[src/rtl/rr_arbiter_139.sv]
// Four-requester round-robin arbiter driving one half of a 2-to-4 decoder (G/A/B),
// with a hold limit and a mirrored active-low one-hot grant vector.
module rr_arbiter_139 #(
    parameter int unsigned MAX_HOLD = 8
) (
    input  logic       CLK,
    input  logic       RESET_N,
    input  logic [3:0] REQ,
    output logic       G,
    output logic       A,
    output logic       B,
    output logic [3:0] GNT_L,
    output logic       BUSY
);

    localparam int unsigned HW = $clog2(MAX_HOLD + 1);

    typedef enum logic [1:0] {
        IDLE    = 2'd0,
        GRANT   = 2'd1,
        RELEASE = 2'd2
    } state_t;

    state_t          state, state_nxt;
    logic [1:0]      last, last_nxt;
    logic [1:0]      idx, idx_nxt;
    logic [HW-1:0]   hcnt, hcnt_nxt;
    logic [1:0]      winner;
    logic            found;
    logic [1:0]      cand;
    logic [3:0]      others;
    logic            g_nxt;
    logic [3:0]      gnt_l_nxt;
    logic            busy_nxt;

    // Rotating-priority pick: LAST+1 first, LAST itself last.
    always_comb begin
        winner = last;
        found  = 1'b0;
        cand   = last;
        for (int k = 1; k <= 4; k++) begin
            cand = last + 2'(k);
            if (!found && REQ[cand]) begin
                winner = cand;
                found  = 1'b1;
            end
        end
    end

    always_comb begin
        state_nxt = state;
        last_nxt  = last;
        idx_nxt   = idx;
        hcnt_nxt  = hcnt;
        others    = REQ & ~(4'b0001 << idx);

        case (state)
            IDLE, RELEASE: begin
                if (|REQ) begin
                    state_nxt = GRANT;
                    idx_nxt   = winner;
                    last_nxt  = winner;
                    hcnt_nxt  = '0;
                end else begin
                    state_nxt = IDLE;
                end
            end
            GRANT: begin
                hcnt_nxt = (hcnt == HW'(MAX_HOLD)) ? hcnt : hcnt + HW'(1);
                if (!REQ[idx]) begin
                    state_nxt = RELEASE;
                end else if ((hcnt == HW'(MAX_HOLD - 1)) && (|others)) begin
                    state_nxt = RELEASE;
                end
            end
            default: state_nxt = IDLE;
        endcase

        // Outputs are registered from the next-state view so G/A/B/GNT_L move together.
        g_nxt     = (state_nxt != GRANT);
        busy_nxt  = (state_nxt == GRANT);
        gnt_l_nxt = (state_nxt == GRANT) ? ~(4'b0001 << idx_nxt) : 4'b1111;
    end

    always_ff @(posedge CLK or negedge RESET_N) begin
        if (!RESET_N) begin
            state <= IDLE;
            last  <= 2'd3;
            idx   <= 2'd0;
            hcnt  <= '0;
            G     <= 1'b1;
            A     <= 1'b0;
            B     <= 1'b0;
            GNT_L <= 4'b1111;
            BUSY  <= 1'b0;
        end else begin
            state <= state_nxt;
            last  <= last_nxt;
            idx   <= idx_nxt;
            hcnt  <= hcnt_nxt;
            G     <= g_nxt;
            A     <= idx_nxt[0];
            B     <= idx_nxt[1];
            GNT_L <= gnt_l_nxt;
            BUSY  <= busy_nxt;
        end
    end

endmodule

[config.mk]
export PLATFORM = sky130hd
export DESIGN_NAME = rr_arbiter_139
export DESIGN_NICKNAME = d
export VERILOG_FILES = /design/src/rtl/rr_arbiter_139.sv
export SDC_FILE = /design/constraint.sdc
export NUM_CORES = 1
export LEC_CHECK = 0
export ABC_CLOCK_PERIOD_IN_PS = 2200
export BUFFER_PORTS_ARGS = -buffer_cell sky130_fd_sc_hd__buf_2
export CORE_MARGIN = 10
export CORE_UTILIZATION = 55
export DETAILED_ROUTE_END_ITERATION = 8
export PLACE_DENSITY = 0.77
export SLEW_MARGIN = 20
export SYNTH_ARGS = -nofsm -noshare
export SYNTH_HDL_FRONTEND = slang
export SYNTH_SLANG_ARGS = --single-unit
[constraint.sdc]
create_clock -name CLK -period 2.2 [get_ports CLK]
set_clock_uncertainty 0.2 [all_clocks]
set_input_delay 0.44 -clock CLK [delete_from_list [all_inputs] [get_ports CLK]]
set_output_delay 0.44 -clock CLK [all_outputs]
set_load 0.05 [all_outputs]
After elaboration in Yosys (flattened, before gate mapping)
Index checks and enable logic that the tools add are counted.
{"block": "classes", "n_mul": 0, "bitwise": 3, "n_eq_ne": 8, "n_addsub": 4, "reduce_logical": 14, "n_shift": 2, "div": 0, "order_cmp": 5, "mux": 27}
{"cell": "$mux W2", "count": 8}
{"cell": "$lt A2 B3 Y1 const B", "count": 5}
{"cell": "$mux W4", "count": 3}
{"cell": "$bmux W1 S2", "count": 5}
{"cell": "$mux W1", "count": 9}
{"cell": "$not A4 Y4", "count": 2}
{"cell": "$pmux W4 S2", "count": 1}
{"cell": "$reduce_or A4 Y1", "count": 2}
{"cell": "$shl A1 B2 Y4 const A", "count": 2}
{"cell": "$add A2 B2 Y2 const B", "count": 2}
{"cell": "$add A4 B1 Y4 const B", "count": 1}
{"cell": "$and A4 B4 Y4", "count": 1}
{"cell": "$eq A2 B1 Y1 const B", "count": 2}
{"cell": "$eq A4 B3 Y1 const B", "count": 1}
{"cell": "$eq A4 B4 Y1 const B", "count": 1}
{"cell": "$logic_and A1 B1 Y1", "count": 4}
{"cell": "$ne A2 B2 Y1 const B", "count": 2}
{"cell": "$pmux W2 S2", "count": 1}
{"cell": "$logic_not A1 Y1", "count": 3}
{"cell": "$reduce_and A3 Y1", "count": 1}
{"cell": "$add A2 B1 Y2 const B", "count": 1}
{"cell": "$eq A2 B2 Y1 const B", "count": 1}
{"cell": "$logic_not A2 Y1", "count": 1}
{"cell": "$ne A2 B1 Y1 const B", "count": 1}
{"cell": "3 further kinds", "count": 3}
{"block": "totals", "romBits": 0, "in_bits": 6, "out_inout_bits": 8, "memories": 0, "latchBits": 0, "reg_bits": 18, "ramBits": 0, "wordCells": 72}

Depth between registers and ports, before layout
Gate-level depths: netlist of run 1.
{"block": "logic_depth", "word_depth": 18, "depth_mapped": 6}

Worst setup path after synthesis of run 1
Ideal clock, no wire load.
{"block": "synth_timing", "path_type": "reg-to-reg", "from": "register B (netlist name)", "to": "register BUSY", "required_ps": 1881, "stages_incl_launch_ff": 7, "setup_slack_ps": 194, "path_buffers": 1, "arrival_ps": 1687, "setup_time_ps": 119, "path_cell_list": "dfrtp_1 buf_2 nor3_1 a211o_1 o21bai_1 nor2b_4 a21o_2"}
{"element": "end signal: assignment", "line": "105", "text": "BUSY <= busy_nxt;"}
{"element": "end: declaration", "line": "13", "text": "output logic BUSY"}

Worst setup path in the final report of run 1
{"block": "layout_timing", "from": "register last[1]", "to": "register GNT_L[3]"}
{"block": "layout_between", "elab_chain_cells": 18, "elab_cells_between_ends": 29}
{"element": "start: declaration", "line": "25", "text": "logic [1:0] last, last_nxt;"}
{"element": "start signal: assignment", "line": "98", "text": "last <= last_nxt;"}
{"element": "$add A2 B1 Y2", "line": "42", "text": "cand = last + 2'(k);"}
{"element": "$bmux W1 S2", "line": "43", "text": "if (!found && REQ[cand]) begin"}
{"element": "$mux W1 (implied by the code)", "line": "43"}
{"element": "$mux W1", "line": "43"}
{"element": "$logic_not A1 Y1", "line": "43"}
{"element": "$logic_and A1 B1 Y1", "line": "43"}
{"element": "$mux W1", "line": "43"}
{"element": "$logic_not A1 Y1", "line": "43"}
{"element": "[... 3 more ...]"}
{"element": "$logic_and A1 B1 Y1", "line": "43"}
{"element": "$mux W2 *", "line": "43"}
{"element": "$mux W2 *", "line": "59", "text": "if (|REQ) begin"}
{"element": "$mux W2 *", "line": "57", "text": "case (state)"}
{"element": "$shl A1 B2 Y4 *", "line": "82", "text": "gnt_l_nxt = (state_nxt == GRANT) ? ~(4'b0001 << idx_nxt) : 4'b1111;"}
{"element": "$not A4 Y4 *", "line": "82"}
{"element": "$mux W4 *", "line": "82"}
{"element": "net gnt_l_nxt[3]", "line": "33", "text": "logic [3:0] gnt_l_nxt;"}
{"element": "end signal: assignment", "line": "104", "text": "GNT_L <= gnt_l_nxt;"}
{"element": "end: declaration", "line": "12", "text": "output logic [3:0] GNT_L,"}
The timed path passes the listed nets; every way through them passes the cells marked *. The select of a mux whose other input is x is not followed.
A chain may end at the register's enable or synchronous reset.

==> impl_metrics.yaml, run 1 <==
sta:
  rsz0062_at_grt: "false"
  layout_min_cycle_time_ns: 1.88
  slew_headroom_pct: 75.5
  fmax_mhz: 532
  period_share_pct: 85.4
  worstMarginPinSlew_ns: 0.368
  setup_viol: 0
  worst_slack_ns: 0.321
  hold_viol: 0
  tns_ns: 0
  finalMaxSlewViolations: 0
placement:
  port_buffers: 13
  dp_slack_ns: 0.325
  dp_hpwl_um: 1550
  dp_cells: 125
  gp_congestion: 0.860
critical_path:
  crit_type: "register to register"
  cp-start-kind: "register"
  cp_data_required_time_ns: 2.22
  critPathCaptureType: "register"
  critPathArrivalTime_ns: 1.90
  critPathMaxFanout: 13
logic_synthesis:
  seq_area_frac_synth_pct: 42.4
  synth_area_leaders: "dfrtp_1 (23%), dfstp_2 (19%), a21oi_1 (4.7%), a32oi_1 (4.5%), nor2_1 (3.5%)"
  synth_top_cell_area_share_pct: 23.3
  yosysUniqueCellTypes: 35
  yosysTopAreaCell: "dfrtp_1"
  ys_top_cells_by_count: "a21oi_1 (9), dfrtp_1 (9), nor2_1 (9)"
  netlist_instances: 102
  ys.flop_type: "dfrtp_1"
  synth_fp_nets: 110
  synth_edf_count: 0
  ys_warn_count: 0
  syn_avg_cell_area_um2: 9.47
  async_flop_share_pct: 100
  syn_area_um2: 966
  synth_seq_cells: 16
detailed_routing:
  dr.pass1.iters: 4
  wl_per_cell_um: 16.1
  drt-initial-drc-count: 7
  wl_um: 2090
  viasPerCell: 6.08
  final_antenna_net_count: 0
  num_vias: 790
  drc: 0
cts:
  clock-sinks: 16
  cts_buffers: 3
  cts-hold-fix-buffers: 1
  cts_tree: "yes"
  clk_pin_slew_ns: 0.10
  cts-root-buf: "clkbuf_4"
  cts_resized: 0
  h-tree-depth: 1
  clkLatencyLatePin_ns: 0.30
  cts_setup_buffers: 0
  cts_max_path_buffers: 2
global_route:
  busiest_layer: "met2"
  grt_max_degree: 17
  grt_pass1_vias: 794
  grt_use_met2_pct: 20.1
  grt_usage_pct: 12.4
  grt_pass1_wl_um: 3480
  grt-ovfl-total: 0
  grt_util_met1_pct: 13.8
  met3_usage_pct: 2.85
  antenna_found_initial: 0
floorplanning:
  num_rows: 15
  dieArea_mm2: 0.00383
  start_util_pct: 57.2
  die_w_um: 61.9
  fp.dieH_um: 61.9
  ios: 14
  core_mm2: 0.00169
cells_and_area:
  fin_cells: 130
  drive_above_1_share_pct: 29.2
  nets: 122
  diodes: 0
  area_growth_pct: 9.84
pwr:
  p_leak_nw: 0.481
  ir_worst_vdd_mv: 0.734
  power_density_mw_per_mm2: 1630
status:
  status: "completed"
job:
  drv_cap: 0
min_path:
  worstHoldPathType: "input pin to register"
==> placed cells by master, fill, tap and decap left out, types with 2 or more instances in the layout <==
master,instances
a21oi_1,9
clkbuf_4,3
mux2_2,2
a32oi_1,5
and2_1,2
dfrtp_1,9
xnor2_1,2
ha_1,2
nor2_1,9
dfstp_2,7
nand2_1,7
o21ai_0,3
nor3_1,3
buf_2,13
a31oi_1,5
a21o_2,2
mux2i_1,2
inv_1,8
==> state kept, by name, summed over array words and instances, names as in the netlist <==
| register | count |
|---|---|
| B | 1 |
| BUSY | 1 |
| G | 1 |
| GNT_L | 4 |
| hcnt | 4 |
| idx | 1 |
| last | 2 |
| state | 2 |
==> final timing paths <==
kind / from / endpoint / slack [ns] / cells after the start
setup / recovery: last[1] / GNT_L[3] / 0.32 / 5
hold / removal: REQ[1] / GNT_L[1] / 0.22 / 2
setup reg to reg: last[1] / GNT_L[3] / 0.32 / 5
hold reg to reg: hcnt[1] / hcnt[1] / 0.34 / 1
max in group asynchronous: RESET_N / G / 1.12 / 2
min in group asynchronous: RESET_N / B / 0.37 / 2
==> cell families (layout without fill, tap and decap cells) <==
kind of cell / Yosys count / count (layout) / synth area share [%]
simple gates: 29 / 29 / 15.8
compound gates: 31 / 31 / 21.6
xor+xnor: 3 / 3 / 2.72
fa+ha+maj: 2 / 2 / 2.59
mux: 5 / 5 / 7.12
flops: 16 / 16 / 42.4
buf+inv: 16 / 27 / 7.77
==> final cells by class <==
| class | instances | area [µm²] |
|---|---|---|
| Fill cell | 148 | 628 |
| Multi-Input combinational cell | 70 | 482 |
| Sequential cell | 16 | 409 |
| Timing Repair Buffer | 15 | 82.6 |
| Clock buffer | 4 | 36.3 |
| Inverter | 8 | 30.0 |
| Tap cell | 17 | 21.3 |
==> metal layers <==
| metal | part of all wire, % | wire, µm | vias up |
|---|---|---|---|
| met4 | 3.4 | 72 | 0 |
| li1 | - | - | 384 |
| met5 | 0 | 0 | - |
| met3 | 4.6 | 97 | 8 |
| met2 | 49 | 1020 | 17 |
| met1 | 43 | 900 | 381 |
==> metrics by stage <==
stage	utilization [%]	area, µm²	hold slack, ns	total power, mW
3_3_place_gp	60.1	1010	0.171	1.50
4_1_cts	62.8	1060	0.211	1.74
3_5_place_dp	60.1	1010	0.166	1.53
2_1_floorplan	-	966	-0.0556	1.35
5_1_grt	62.8	1060	0.222	1.86
6_report	62.8	1060	0.217	1.73
==> worst max-delay path, stage by stage, from the launching register on <==
cell      delay [ns]
dfstp_2         0.68
nor2_1          0.11
a21o_1          0.16
a222oi_1        0.34
nor2b_1         0.11
a32oi_1         0.20
==> report_power, final <==
part | internal, mW | switching [mW]
Combinational | 0.331 | 0.590
Sequential | 0.468 | 0.138
Clock | 0.101 | 0.0993
Total | 0.900 | 0.828
Note: power is estimated with default switching activity, not from simulation.
==> run 2, diff against run 1 <==
--- a/config.mk
+++ b/config.mk
@@ -5,7 +5,7 @@
 export SDC_FILE = /design/constraint.sdc
 export NUM_CORES = 1
 export LEC_CHECK = 0
-export ABC_CLOCK_PERIOD_IN_PS = 2200
+export ABC_CLOCK_PERIOD_IN_PS = 1800
 export BUFFER_PORTS_ARGS = -buffer_cell sky130_fd_sc_hd__buf_2
 export CORE_MARGIN = 10
 export CORE_UTILIZATION = 55
==> constraint.sdc (replaced) <==
create_clock -name CLK -period 1.8 [get_ports CLK]
set_clock_uncertainty 0.2 [all_clocks]
set_input_delay 0.36 -clock CLK [delete_from_list [all_inputs] [get_ports CLK]]
set_output_delay 0.36 -clock CLK [all_outputs]
set_load 0.05 [all_outputs]
==> run 2 against run 1 <==
Compared with the run above:
- non-clock buffer count is 8 higher
- critical path depth is the same
- clock power up 16%
- routed wire length shrank 1.7%
- global-route usage rose by 0.094 points
- flip-flop and latch count stayed put
- critical endpoint is now GNT_L[0]
- register-to-register slack worse by 0.26 ns
- via count grew 2.0%
- final cell count up 6.2%
- clock-buffer cell count unchanged
- core utilization rose by 4.1 points
- first-iteration DRC count rose to 3.0 times the previous value
==> impl_metrics.yaml, run 2 (same netlist as run 1, synthesis figures left out) <==
cells_and_area:
  nets: 130
  diodes: 0
  seqCellArea_um2: 412
  final_cell_mix: "buf_2 (13), nor2_1 (9), a21oi_1 (9), buf_4 (9), inv_1 (8)"
  largestRegisters: "GNT_L (4), hcnt (4)"
  multi_input_area_um2: 489
  area_growth_pct: 17.1
  drive_above_1_share_pct: 36.4
  fin_cells: 138
  fill_cells: 149
  mostFrequentLayoutCell: "buf_2"
detailed_routing:
  wl_um: 2050
  viasPerCell: 5.84
  num_vias: 806
  drc: 0
  wl_per_cell_um: 14.9
  dr.pass1.iters: 4
  final_antenna_net_count: 0
  drt-initial-drc-count: 21
cts:
  cts-root-buf: "clkbuf_4"
  cts_tree: "yes"
  clkLatencyLatePin_ns: 0.29
  clock-sinks: 16
  cts_buffers: 3
  cts_setup_buffers: 0
  h-tree-depth: 1
  cts_max_path_buffers: 2
  clk_pin_slew_ns: 0.09
placement:
  gp_congestion: 0.891
  port_buffers: 13
  dp_slack_ns: 0.0785
  dp_cells: 133
  dp_hpwl_um: 1580
global_route:
  grt_pass1_wl_um: 3620
  antenna_found_initial: 0
  grt-ovfl-total: 0
  grt_pass1_vias: 806
  grt_usage_pct: 12.4
  grt_max_degree: 17
floorplanning:
  ios: 14
  num_rows: 15
  core_mm2: 0.00169
  dieArea_mm2: 0.00383
  fp.dieH_um: 61.9
  start_util_pct: 57.2
  die_w_um: 61.9
sta:
  period_share_pct: 96.5
  setup_viol: 0
  finalMaxSlewViolations: 0
  layout_min_cycle_time_ns: 1.74
  slew_headroom_pct: 75.0
  hold_viol: 0
  fmax_mhz: 576
  worstMarginPinSlew_ns: 0.375
  tns_ns: 0
  worst_slack_ns: 0.0639
status:
  status: "completed"
critical_path:
  crit-reg2reg-launch: "last[0]"
  rr_worst_depth: 5
  reg2reg_slack_ns: 0.06
  critPathCapture: "GNT_L[0]"
  crit_type: "register to register"
  critPathCaptureType: "register"
  critPathArrivalTime_ns: 1.75
  r2r-end: "GNT_L[0]"
  cp-start-kind: "register"
  crit_path_max_incr_delay_ns: 0.53
  crit_chain: "inv_1, a21o_1, a222oi_1, and2_1, a32oi_1"
  cp_data_required_time_ns: 1.81
  critPathMaxFanout: 4
  crit_path_start: "last[0]"
  slowest_stage: "dfstp_2"
pwr:
  power_density_mw_per_mm2: 1950
  power_mw: 2.20
  ir_worst_vdd_mv: 1.02
  p_leak_nw: 0.521
min_path:
  worstHoldPathType: "input pin to register"
job:
  drv_cap: 0
[run 2: changes by cell type in the layout (fill, tap and decap cells not counted)]
cell | before | now
a32oi_1 | 5 | 4
a32oi_2 | 0 | 1
buf_4 | 1 | 9
dfrtp_1 | 9 | 7
dfrtp_2 | 0 | 2
[run 2: per-stage QoR]
step | utilization [%] | hold slack (ns) | cell area (µm²)
floorplan | - | -0.136 | 978
global placement | 63.8 | 0.0817 | 1080
detailed placement | 63.8 | 0.0837 | 1080
CTS | 66.5 | 0.123 | 1120
global route | 67.0 | 0.109 | 1130
finish | 67.0 | 0.130 | 1130
[run 2: cell type report]
class                           count  area share [%]
Clock buffer                        4            3.21
Timing Repair Buffer               23            12.6
Tap cell                           17            1.88
Sequential cell                    16            36.4
Multi-Input combinational cell     70            43.3
Inverter                            8            2.65
[run 2: how the worst min path moves through the flow]
stage	slack [ns]	cells past startpoint	from	end
global placement	0.08	1	RESET_N	hcnt[3]
floorplan	-0.14	0	RESET_N	B
CTS	0.12	2	REQ[1]	GNT_L[1]
finish	0.13	2	REQ[1]	GNT_L[1]
global route	0.11	2	REQ[1]	GNT_L[1]
detailed placement	0.08	1	RESET_N	hcnt[3]
[run 2: layer usage]
metal | GRT usage, % | wire length, µm
met1 | 13.9 | 915
met2 | 20.8 | 975
met3 | 5.28 | 154
met4 | 4.14 | 8
met5 | 0 | 0
[run 2: repair_timing]
item	CTS	global route
endpoints found under the setup margin	0	1
gates resized for setup	0	1
endpoints found under the hold margin	9	0
hold buffers	1	0
[run 2: critical path, delay by kind of cell, from the launching register on]
family | cells | cell delay (ns)
AND/OR/NAND/NOR | 1 | 0.26
flip-flops | 1 | 0.53
buffers and inverters | 1 | 0.07
AO/OA/AOI/OAI | 3 | 0.60
[run 2: where the power goes]
part | internal, mW | leakage (nW) | total [mW] | switching (mW)
Clock | 0.123 | 0.0210 | 0.232 | 0.108
Combinational | 0.475 | 0.317 | 1.28 | 0.804
Sequential | 0.575 | 0.183 | 0.692 | 0.118
Total | 1.17 | 0.521 | 2.20 | 1.03
